[src/rtl/axi2mem_trans_arbiter.sv]
// Burst-granular arbiter sharing the dual-lane axi2mem memory transaction port between read and write sequencers.
// Define AXI2MEM_ARB_RD_PRIO_EN for fixed read priority on ties; default build is round-robin.
module axi2mem_trans_arbiter #(
   parameter int ADDR_WIDTH = 32,
   parameter int ID_WIDTH   = 6,
   parameter int DATA_WIDTH = 32,
   parameter int BE_WIDTH   = DATA_WIDTH/8
) (
   input  logic                    clk_i,
   input  logic                    rst_i,
   input  logic                    rd_pend_i,
   input  logic [1:0]              rd_trans_req_i,
   input  logic [2*ADDR_WIDTH-1:0] rd_trans_add_i,
   input  logic [2*ID_WIDTH-1:0]   rd_trans_id_i,
   input  logic [1:0]              rd_trans_last_i,
   output logic [1:0]              rd_trans_gnt_o,
   input  logic                    wr_pend_i,
   input  logic [1:0]              wr_trans_req_i,
   input  logic [2*ADDR_WIDTH-1:0] wr_trans_add_i,
   input  logic [2*ID_WIDTH-1:0]   wr_trans_id_i,
   input  logic [1:0]              wr_trans_last_i,
   input  logic [2*DATA_WIDTH-1:0] wr_trans_wdata_i,
   input  logic [2*BE_WIDTH-1:0]   wr_trans_be_i,
   output logic [1:0]              wr_trans_gnt_o,
   output logic [1:0]              mem_req_o,
   output logic                    mem_we_o,
   output logic [2*ADDR_WIDTH-1:0] mem_add_o,
   output logic [2*ID_WIDTH-1:0]   mem_id_o,
   output logic [1:0]              mem_last_o,
   output logic [2*DATA_WIDTH-1:0] mem_wdata_o,
   output logic [2*BE_WIDTH-1:0]   mem_be_o,
   input  logic [1:0]              mem_gnt_i,
   output logic [1:0]              owner_o
);

   // state  | meaning
   // IDLE   | no burst locked; selection from pend and tie-break
   // RD_OWN | read burst in progress, only rd selected
   // WR_OWN | write burst in progress, only wr selected
   typedef enum logic [1:0] {IDLE, RD_OWN, WR_OWN} state_e;

   state_e state_q, state_d;
   logic   sel_rd, sel_wr;
   logic   beat_acc, beat_last;

`ifndef AXI2MEM_ARB_RD_PRIO_EN
   // 1 = wr served last, so rd wins the first tie after reset
   logic rr_q, rr_d;
`endif

   always_ff @(posedge clk_i or posedge rst_i) begin
      if (rst_i) begin
         state_q <= IDLE;
`ifndef AXI2MEM_ARB_RD_PRIO_EN
         rr_q    <= 1'b1;
`endif
      end else begin
         state_q <= state_d;
`ifndef AXI2MEM_ARB_RD_PRIO_EN
         rr_q    <= rr_d;
`endif
      end
   end

   always_comb begin
      sel_rd = 1'b0;
      sel_wr = 1'b0;
      case (state_q)
         RD_OWN: sel_rd = 1'b1;
         WR_OWN: sel_wr = 1'b1;
         default: begin
            if (rd_pend_i && wr_pend_i) begin
`ifdef AXI2MEM_ARB_RD_PRIO_EN
               sel_rd = 1'b1;
`else
               sel_rd = rr_q;
               sel_wr = ~rr_q;
`endif
            end else begin
               sel_rd = rd_pend_i;
               sel_wr = wr_pend_i;
            end
         end
      endcase
   end

   // Partial-lane requests are forwarded but never complete a beat
   always_comb begin
      beat_acc  = (mem_gnt_i == 2'b11) &&
                  ((sel_rd && rd_trans_req_i == 2'b11) ||
                   (sel_wr && wr_trans_req_i == 2'b11));
      beat_last = sel_wr ? (wr_trans_last_i == 2'b11) : (rd_trans_last_i == 2'b11);
   end

   always_comb begin
      state_d = state_q;
`ifndef AXI2MEM_ARB_RD_PRIO_EN
      rr_d    = rr_q;
`endif
      if (beat_acc) begin
         if (beat_last)   state_d = IDLE;
         else if (sel_wr) state_d = WR_OWN;
         else             state_d = RD_OWN;
`ifndef AXI2MEM_ARB_RD_PRIO_EN
         rr_d = sel_wr;
`endif
      end
   end

   always_comb begin
      rd_trans_gnt_o = mem_gnt_i & {2{sel_rd}};
      wr_trans_gnt_o = mem_gnt_i & {2{sel_wr}};
      owner_o        = {sel_wr, sel_rd};
      mem_req_o      = '0;
      mem_we_o       = 1'b0;
      mem_add_o      = '0;
      mem_id_o       = '0;
      mem_last_o     = '0;
      mem_wdata_o    = '0;
      mem_be_o       = '0;
      if (sel_wr) begin
         mem_req_o   = wr_trans_req_i;
         mem_we_o    = 1'b1;
         mem_add_o   = wr_trans_add_i;
         mem_id_o    = wr_trans_id_i;
         mem_last_o  = wr_trans_last_i;
         mem_wdata_o = wr_trans_wdata_i;
         mem_be_o    = wr_trans_be_i;
      end else if (sel_rd) begin
         mem_req_o   = rd_trans_req_i;
         mem_add_o   = rd_trans_add_i;
         mem_id_o    = rd_trans_id_i;
         mem_last_o  = rd_trans_last_i;
      end
   end

endmodule

[config.mk]
export PLATFORM = sky130hd
export DESIGN_NAME = axi2mem_trans_arbiter
export DESIGN_NICKNAME = d
export VERILOG_FILES = /design/src/rtl/axi2mem_trans_arbiter.sv
export SDC_FILE = /design/constraint.sdc
export NUM_CORES = 1
export LEC_CHECK = 0
export ABC_AREA = 1
export CORE_AREA = 2 2 155 157
export DETAILED_ROUTE_END_ITERATION = 6
export DIE_AREA = 0 0 157 159
export DONT_BUFFER_PORTS = 1
export PLACE_DENSITY = 0.3
export SYNTH_ARGS = -nofsm -noshare
export SYNTH_HDL_FRONTEND = slang
export SYNTH_SLANG_ARGS = --single-unit
export TNS_END_PERCENT = 1
[constraint.sdc]
create_clock -name clk_i -period 1.8 [get_ports clk_i]
set_input_delay 0.27 -clock clk_i [delete_from_list [all_inputs] [get_ports clk_i]]
set_output_delay 0.27 -clock clk_i [all_outputs]
set_load 0.01 [all_outputs]
Yosys cells after proc, flatten, opt, wreduce, memory -nomap -nowiden
Cells that the tools add are included.
{ "op_classes": {"addsub": 0, "multipliers": 0, "div_mod_pow": 0, "magnitude_cmp": 0, "n_eq_ne": 7, "shifts": 0, "muxes": 18, "n_bitwise": 3, "n_reduce_logical": 5} }
{ "ops": {"columns": ["cell", "n"], "rows": [
  ["$mux W64", 3],
  ["$mux W12", 2],
  ["$eq A2 B2 Y1 const B", 6],
  ["$mux W2", 6],
  ["$mux W8", 1],
  ["$and A2 B2 Y2", 2],
  ["$logic_and A1 B1 Y1", 4],
  ["$mux W1", 4],
  ["$pmux W1 S2", 2],
  ["$eq A2 B1 Y1 const B", 1],
  ["$logic_or A1 B1 Y1", 1],
  ["$not A1 Y1", 1]
]} }
{ "word_totals": {"register_bits": 3, "latchBits": 0, "mem_bits_rw": 0, "rom_bits": 0, "input_bits": 238, "output_inout_bits": 159, "wordCells": 35, "memories": 0} }

Logic depth before layout (Yosys ltp)
Gate-level depths: netlist of run 1.
{ "logic_depth": {"word_depth": 6, "depth_mapped": 11, "mapped_depth_nobuf": 11} }

Worst setup path after synthesis of run 1
No wires, ideal clock.
{ "synth_path": {"path_type": "reg2out", "startpoint": "register state_q[0]", "endpoint": "output mem_add_o[55]", "t_arrival_ns": 1.438, "required_time_ns": 1.530, "slack_ns": 0.092, "stages_incl_launch_ff": 10, "path_buffers": 2, "path_cell_list": "dfrtp_1 inv_1 ha_1 inv_1 nand2_1 nand2_2 buf_4 buf_4 nand2_1 nand2_1"} }
{ "synth_between": {"elab_chain_len": 4, "word_cells_on_any_way": 6, "cone_classes": "eq/ne (2); mux (4)"} }
{ "synth_lines": {"columns": ["element", "line", "text"], "rows": [
  ["from (decl)", "42", "state_e state_q, state_d;"],
  ["from (signal assigned)", "58", "state_q <= state_d;"],
  ["$eq A2 B2 Y1 or $eq A2 B1 Y1 (tied branches)", "68", "case (state_q)"],
  ["$pmux W1 S2", "68", null],
  ["$mux W64", "129", "end else if (sel_rd) begin"],
  ["$mux W64 *", "121", "if (sel_wr) begin"],
  ["to (decl)", "27", "output logic [2*ADDR_WIDTH-1:0] mem_add_o,"]
]} }
Mark *: on every way between the ends. The rest lies on a longest branch, timed or not.

Worst setup path in the final report of run 1
{ "layout_path": {"startpoint": "register state_q[0]", "endpoint": "output mem_add_o[37]"} }
The elaborated chain is that of the path after synthesis.

==> results of run 1 <==
-- power by group --
| part | leakage [nW] | switching [mW] | internal (mW) |
|---|---|---|---|
| registers | 0.0363 | 0.0235 | 0.105 |
| clock network | 0.0382 | 0.0604 | 0.292 |
| logic | 1.75 | 4.94 | 2.92 |
| total | 1.83 | 5.02 | 3.32 |
-- cell families after synthesis --
logic type      share of synthesized area [%]
simple gates                            67.66
compound gates                         0.8951
fa+ha+maj                               1.790
flops                                   3.640
buf+inv                                 26.01
-- stage by stage --
stage / hold WS [ps] / utilization (%)
global route: 287.7 / 15.93
detailed placement: 41.07 / 11.09
global placement: 46.38 / 11.09
finish: 245.7 / 15.93
floorplan: 22.92 / -
CTS: 283.4 / 13.12
-- worst register-to-register path, stage by stage (launching register included) --
cell     delay, ps
dfrtp_1        390
inv_2           90
ha_4           230
inv_2           80
nand2_4         70
nand2_8        130
buf_8          160
nand2_1        130
a21oi_4        220
nand3_1         90
nand2_1         70
-- routing by layer --
metal | global-route usage (%) | wire (µm) | up-vias
met2 | 17.80 | 7577 | 255
met4 | 2.585 | 375 | 2
met1 | 7.950 | 4819 | 1441
li1 | - | - | 1433
met5 | 0 | 12 | -
met3 | 1.688 | 1089 | 24
-- timing repair --
action	4_1_cts	5_1_grt
hold endpoints to repair	2	0
setup endpoints to repair	159	161
gates cloned	4	9
hold buffers	1	0
pin swaps	13	25
resized for setup	85	135
setup buffers	1	2
-- flip-flops by register name (all words and copies together), names as in the netlist --
register,flops
state_q,2
rr_q,1
-- worst max-delay path by stage --
stage / endpoint / start / slack, ps
2_1_floorplan: mem_add_o[55] / state_q[0]$_DFFE_PP0P_ / 90
3_3_place_gp: mem_add_o[44] / state_q[0]$_DFFE_PP0P_ / -120
3_5_place_dp: mem_last_o[1] / state_q[0]$_DFFE_PP0P_ / -90
4_1_cts: rd_trans_gnt_o[1] / state_q[1]$_DFFE_PP0P_ / -200
5_1_grt: mem_id_o[8] / state_q[0]$_DFFE_PP0P_ / -270
6_report: mem_add_o[37] / state_q[0]$_DFFE_PP0P_ / -200
-- synth_stat cells, drive strengths merged --
cell | count | area share [%]
nor2 | 76 | 14
a21oi | 1 | 0.42
dfrtp | 2 | 2.4
nand3 | 85 | 20
buf | 35 | 11
o21ai | 2 | 0.48
or2 | 1 | 0.30
inv | 84 | 15
ha | 3 | 1.8
dfstp | 1 | 1.3
nand2 | 185 | 33
-- layout make-up --
type | count | area share [%]
Inverter | 84 | 8.875
Sequential cell | 3 | 2.066
Multi-Input combinational cell | 353 | 56.94
Tap cell | 319 | 10.81
Timing Repair Buffer | 45 | 19.11
Antenna cell | 1 | 0.06775
Clock buffer | 4 | 2.134
==> qor.yml, run 1 <==
min_to: "state_q[0]$_DFFE_PP0P_"
nFillCells: 2628
start_util_pct: 9.042
netlist_area_mm2: 0.002097
clk_latency_ps: 220
required_ps: 1530
postLayoutSetupSlackWorst_ps: -198.2
critPathLaunchType: "flop"
grt_use_total_pct: 8.491
num_vias: 3155
maxSlewViolCount: 0
endpoint_kind: "primary output"
dp_slack_ps: -88.87
reg2regPathDepth: 10
clkTransAtPathRegs_ps: 30
grt_max_degree: 56
overflow: 0
synth_cell_types: 15
placed_cell_area_mm2: 0.002571
reg2reg_from: "state_q[0]$_DFFE_PP0P_"
ys_ff_latch: 3
fin_crit_sh_pct: 111.0
synth-seq-area-share_pct: 3.640
nets: 731
fmax_mhz: 500.4
violations: "setup timing"
rsz0062_at_grt: "true"
final_common_cell: "nand2_1"
clk_path_buf_depth: 2
antenna_found_initial: 2
multi_input_area_mm2: 0.002103
min-delay-path-class: "primary input to flop"
power_mw: 8.338
io_pins: 397
crit_family: "buffers and inverters"
finalClockSkew_ps: 0.7358
fin_setup_tns_ps: -17870
status: "complete, but fails checks"
first_global_vias: 2706
die_area_mm2: 0.02496
hold_viol_final: 0
synth_nets: 716
gp_congestion: 0.9053
min_from: "mem_gnt_i[0]"
hpwl_um: 9421
worst_pin_slew_ps: 232.6
ff_latch_area_um2: 76.32
die_y_um: 159
maxCapViolations: 0
firstDrtPassIters: 4
cts_tree: "done"
peakVddDrop_mv: 0.7758
min_path_cells: 3
dp.cells: 787
critical_path.max_fanout: 29
syn_inst: 475
cp_num_cells: 9
fin_crit_ps: 1998
grt_pass1_wl_um: 15860
p_per_area_mw_per_mm2: 2257
area_delta_synth_final_pct: 76.13
avgRoutedWirePerCell_um: 17.15
yosys_warnings: 0
mostFrequentLayoutCells: "90 x nand2_1, 89 x nand2_2, 79 x inv_1, 60 x nand3_1, 50 x nor2_2"
r2r-end: "state_q[1]$_DFFE_PP0P_"
htreeDepth: 1
drive_gt1_share_pct: 48.06
design_area_mm2: 0.003694
instances_no_fill: 809
rrSetupSlack_ps: 70
max_stage_delay_ps: 390
drtIter0Drc: 140
slew_headroom_pct: 84.44
drc_errors: 0
crit_type: "flop to primary output"
numCtsBuffers: 3
num_rows: 56
cp.arrival_ps: 1730
worstPathBufferInverterCount: 4
vias_per_cell: 3.900
core_area_mm2: 0.02319
finalSetupViolCount: 155
avgSynthCellArea_um2: 4.415
wirelength_um: 13880
final_antenna_net_count: 0
cts-root-buf: "clkbuf_16"
cp_cell_sequence: "inv_2 -> ha_4 -> inv_2 -> nand2_4 -> nand2_8 -> buf_12 -> buf_16 -> nand2_2 -> nand2_2"
numPortBuffers: 0
die_x_um: 157
cpMaxStageDelayCell: "dfrtp_1"
leakagePower_nw: 1.827
cts_sinks: 3
Power figures use the tool's default switching activity.
==> run 2: changes to the inputs <==
--- a/config.mk
+++ b/config.mk
@@ -10,6 +10,7 @@
 export DETAILED_ROUTE_END_ITERATION = 6
 export DIE_AREA = 0 0 157 159
 export DONT_BUFFER_PORTS = 1
+export GPL_TIMING_DRIVEN = 0
 export PLACE_DENSITY = 0.3
 export SYNTH_ARGS = -nofsm -noshare
 export SYNTH_HDL_FRONTEND = slang
==> qor.yml, run 2 (synthesized netlist as in run 1, its figures left out) <==
num_rows: 56
grt_use_total_pct: 9.526
reg2reg_from: "state_q[0]$_DFFE_PP0P_"
min-delay-path-class: "primary input to flop"
fmax_mhz: 483.6
final_antenna_net_count: 0
final_common_cell: "nand2_2"
leakagePower_nw: 1.845
cp.arrival_ps: 1800
power_mw: 8.209
gr-usage-met3_pct: 1.279
gp_congestion: 0.8613
crit_type: "flop to primary output"
num_vias: 3118
hpwl_um: 10720
finish.utilization_pct: 15.58
finalSetupViolCount: 159
cts-root-buf: "clkbuf_16"
die_y_um: 159
cts_tree: "done"
rsz0062_at_grt: "true"
postLayoutSetupSlackWorst_ps: -267.9
slew_headroom_pct: 71.58
mostFrequentLayoutCells: "98 x nand2_2, 83 x nand3_1, 81 x inv_1, 76 x nand2_1, 52 x nor2_2"
clkTransAtPathRegs_ps: 30
critPathLaunchType: "flop"
crit_path_start: "state_q[0]$_DFFE_PP0P_"
grt-busiest-layer: "met2"
fin_crit_sh_pct: 114.9
drtIter0Drc: 99
critical_path.max_fanout: 6
endpoint_kind: "primary output"
nets: 737
clk_latency_ps: 220
vias_per_cell: 3.830
dp_slack_ps: -469.2
maxSlewViolCount: 0
dp.cells: 794
grt_max_degree: 12
area_delta_synth_final_pct: 72.26
critPathCapture: "mem_req_o[1]"
fin_setup_tns_ps: -29690
numPortBuffers: 0
grt_pass1_wl_um: 17810
min_from: "mem_gnt_i[1]"
fin_crit_ps: 2068
firstDrtPassIters: 4
die_x_um: 157
r2r-end: "state_q[0]$_DFFE_PP0P_"
htreeDepth: 1
top_regs: "state_q x2, rr_q x1"
wirelength_um: 13860
regMostFlops: "state_q"
n_antenna_cell: 0
rrSetupSlack_ps: 10
drc_errors: 0
peakVddDrop_mv: 0.7277
cpMaxStageDelayCell: "dfrtp_1"
largest_reg_flops: 2
crit_path_frequent_cell: "inv_2"
reg2regPathDepth: 10
drive_gt1_share_pct: 45.45
antenna_found_initial: 0
die_area_mm2: 0.02496
maxCapViolations: 0
whs_ps: 274.7
instances_no_fill: 814
placed_cell_area_mm2: 0.002496
finalClockSkew_ps: 1.558
status: "complete, but fails checks"
start_util_pct: 9.042
cts_sinks: 3
overflow: 0
gr-usage-met2_pct: 19.88
required_ps: 1530
hold_viol_final: 0
cp_cell_sequence: "inv_2 -> ha_4 -> inv_2 -> nand2_4 -> nand2_8 -> buf_12 -> buf_16 -> clkbuf_16 -> nand2_1 -> nand2_2"
use_met1_pct: 9.678
max_stage_delay_ps: 360
avgRoutedWirePerCell_um: 17.03
worst_pin_slew_ps: 424.7
numCtsBuffers: 3
core_area_mm2: 0.02319
clk_path_buf_depth: 2
p_per_area_mw_per_mm2: 2273
nFillCells: 2670
first_global_vias: 2955
violations: "setup timing"
io_pins: 397
design_area_mm2: 0.003612
==> run 2: changes by cell type in the layout (fill, tap and decap cells not counted), moves of 4 or more <==
cell and delta:
nor2_1 +4, buf_8 +9, nand3_1 +23, nor2_4 -6
buf_4 -5, nand2_1 -14, nand2_4 +5, nand3_2 -22
nand2_2 +9, buf_6 +4
==> run 2: how the worst min path moves through the flow <==
stage	to	slack, ps	depth (start not counted)
after floorplan	state_q[0]$_DFFE_PP0P_	20	1
after global placement	state_q[0]$_DFFE_PP0P_	40	1
after detailed placement	state_q[0]$_DFFE_PP0P_	40	1
after CTS	state_q[1]$_DFFE_PP0P_	270	3
after global routing	state_q[1]$_DFFE_PP0P_	330	3
final	state_q[1]$_DFFE_PP0P_	270	3
==> run 2: area by class of cell <==
cell class	count	area, µm²	share of cell area (%)
Clock buffer	4	78.83	2.182
Inverter	84	322.8	8.937
Multi-Input combinational cell	354	2012	55.70
Sequential cell	3	76.32	2.113
Timing Repair Buffer	16	287.8	7.967
Tap cell	319	399.1	11.05
Buffer	34	435.4	12.05
==> run 2: repair_timing <==
item | 4_1_cts | 5_1_grt
hold endpoints to repair | 3 | 0
setup endpoints to repair | 162 | 162
pin swaps | 54 | 11
hold buffers | 1 | 0
setup buffers | 6 | 2
gates resized for setup | 174 | 74
cloned | 3 | 5
==> run 2: worst max-delay path: cells and delay by family, from the launching register on <==
kind | cells | cell delay (ps)
buffers and inverters | 5 | 580
DFF | 1 | 360
adders and majority gates | 1 | 310
and+or+nand+nor | 4 | 300
==> run 2: metal layers <==
| layer | up-vias | part of all wire (%) |
|---|---|---|
| met5 | - | 0 |
| met4 | 0 | 1.5 |
| met3 | 14 | 6.5 |
| met2 | 253 | 55 |
| met1 | 1408 | 37 |
| li1 | 1443 | - |
==> run 2: where the power goes <==
group	internal [mW]	switching, mW
Combinational	2.90	4.83
Sequential	0.105	0.0233
Clock	0.292	0.0617
==> run 3: changes to the inputs <==
--- a/config.mk
+++ b/config.mk
@@ -12,6 +12,7 @@
 export DONT_BUFFER_PORTS = 1
 export GPL_TIMING_DRIVEN = 0
 export PLACE_DENSITY = 0.3
+export REMOVE_ABC_BUFFERS = 1
 export SYNTH_ARGS = -nofsm -noshare
 export SYNTH_HDL_FRONTEND = slang
 export SYNTH_SLANG_ARGS = --single-unit
==> constraint.sdc (replaced) <==
create_clock -name clk_i -period 2.5 [get_ports clk_i]
set_input_delay 0.375 -clock clk_i [delete_from_list [all_inputs] [get_ports clk_i]]
set_output_delay 0.375 -clock clk_i [all_outputs]
set_load 0.01 [all_outputs]
==> qor.yml, run 3 (synthesized netlist as in run 1, its figures left out) <==
status: "finished clean"
nets: 699
instances_no_fill: 777
grt_use_total_pct: 10.98
drive_gt1_share_pct: 5.689
cts-root-buf: "clkbuf_16"
p_clk_share_pct: 5.7
htreeDepth: 1
critPathLaunchType: "flop"
fin_crit_sh_pct: 93.20
num_rows: 56
avgRoutedWirePerCell_um: 21.94
min-delay-path-class: "primary input to flop"
slew_headroom_pct: 75.01
leakagePower_nw: 1.593
required_ps: 2120
rsz0062_at_grt: "false"
cts_sinks: 3
mostFrequentLayoutCells: "180 x nand2_1, 83 x inv_1, 83 x nand3_1, 76 x nor2_1, 6 x clkbuf_16"
start_util_pct: 9.042
wirelength_um: 17050
peakVddDrop_mv: 0.5380
antenna_found_initial: 1
top_regs: "state_q x2, rr_q x1"
first_global_vias: 2764
fmax_mhz: 429.2
grt_max_degree: 75
largest_reg_flops: 2
gp_congestion: 0.8492
final_common_cell: "nand2_1"
intPower_mw: 1.281
maxSlewViolCount: 0
core_area_mm2: 0.02319
cp.arrival_ps: 1960
finalSetupViolCount: 0
hold_viol_final: 0
area_delta_synth_final_pct: 28.58
clk_latency_ps: 230
critical_path.max_fanout: 45
numCtsBuffers: 3
num_vias: 3043
vias_per_cell: 3.916
hpwl_um: 11860
p_switching_mw: 3.252
clkTransAtPathRegs_ps: 30
grt_pass1_wl_um: 19510
fin_setup_tns_ps: 0
final_antenna_net_count: 0
seq_power_share_pct: 2.1
fin_crit_ps: 2330
firstDrtPassIters: 4
combPwrFrac_pct: 92.2
worst_pin_slew_ps: 373.5
numPortBuffers: 0
regMostFlops: "state_q"
endpoint_kind: "primary output"
die_area_mm2: 0.02496
switching_share_pct: 71.74
dp.cells: 762
die_y_um: 159
crit_type: "flop to primary output"
drtIter0Drc: 113
clk_path_buf_depth: 2
cts_tree: "done"
maxCapViolations: 0
io_pins: 397
p_per_area_mw_per_mm2: 1681
finalClockSkew_ps: 1.785
overflow: 0
die_x_um: 157
drc_errors: 0
-- run 3: cell count changes in the layout (fill, tap and decap cells not counted), sizes merged --
cell	previous run	this run
diode	0	1
clkinv	0	1
clkbuf	12	7
bufbuf	0	1
inv	84	86
buf	41	4
-- run 3: area by class of cell --
cell class	count	area, µm²
diodes	1	2.502
clock buffers	4	78.83
fillers	2780	20500
inverters	84	331.6
multi-input cells	354	1550
flip-flops and latches	3	76.32
well taps	319	399.1
repair buffers	9	200.2
repair inverters	3	57.56
-- run 3: worst paths after layout --
path / startpoint / to / slack, ps / depth (start not counted)
worst min register to register: state_q[0]$_DFFE_PP0P_ / state_q[0]$_DFFE_PP0P_ / 510 / 2
worst max-delay path: state_q[0]$_DFFE_PP0P_ / mem_wdata_o[32] / 170 / 6
worst max register to register: state_q[0]$_DFFE_PP0P_ / state_q[0]$_DFFE_PP0P_ / 490 / 10
worst min-delay path: mem_gnt_i[0] / rr_q$_DFFE_PP1P_ / 370 / 4
min in group asynchronous: rst_i / state_q[1]$_DFFE_PP0P_ / 460 / 2
max in group asynchronous: rst_i / rr_q$_DFFE_PP1P_ / 1830 / 2
-- run 3: per-stage QoR --
stage	utilization, %	area [µm²]	setup slack, ps	power [mW]	hold slack, ps
6_report	11.63	2696	169.9	4.534	367.7
3_3_place_gp	9.770	2266	-2080	3.124	140.8
3_5_place_dp	10.15	2354	-952.8	3.587	138.8
2_1_floorplan	-	1867	-587.6	2.569	127.9
4_1_cts	10.97	2545	0.04174	4.233	373.6
5_1_grt	11.63	2696	26.09	4.963	390.9
-- run 3: critical path: stages, from the launching register on --
cell and delay (ps):
dfrtp_1 390, inv_1 120, ha_4 240, or2_1 250
nand2_4 300, buf_12 260, nor2_1 140
-- run 3: power groups by stage --
stage          sequential (mW)  combinational [mW]  clock [mW]
4_1_cts                 0.0956                3.88       0.259
3_5_place_dp            0.0936                3.49           0
6_report                0.0944                4.18       0.258
2_1_floorplan           0.0879                2.48           0
5_1_grt                 0.0970                4.60       0.265
3_3_place_gp            0.0930                3.03           0
-- run 3: metal layers --
metal	part of all wire (%)	up-vias	global-route usage [%]
met3	8.7	19	2.749
met2	51	262	20.95
met5	0	-	0
li1	-	1369	-
met4	1.4	0	2.294
met1	39	1393	12.08
-- run 3: timing repair --
action                                  in CTS  in global routing
gates resized for setup                     13                  8
hold buffers                                 1                  0
pin swaps                                    1                  1
cloned                                       3                  5
endpoints found under the setup margin     125                 80
hold endpoints to repair                     2                  0
setup buffers                                0                  1
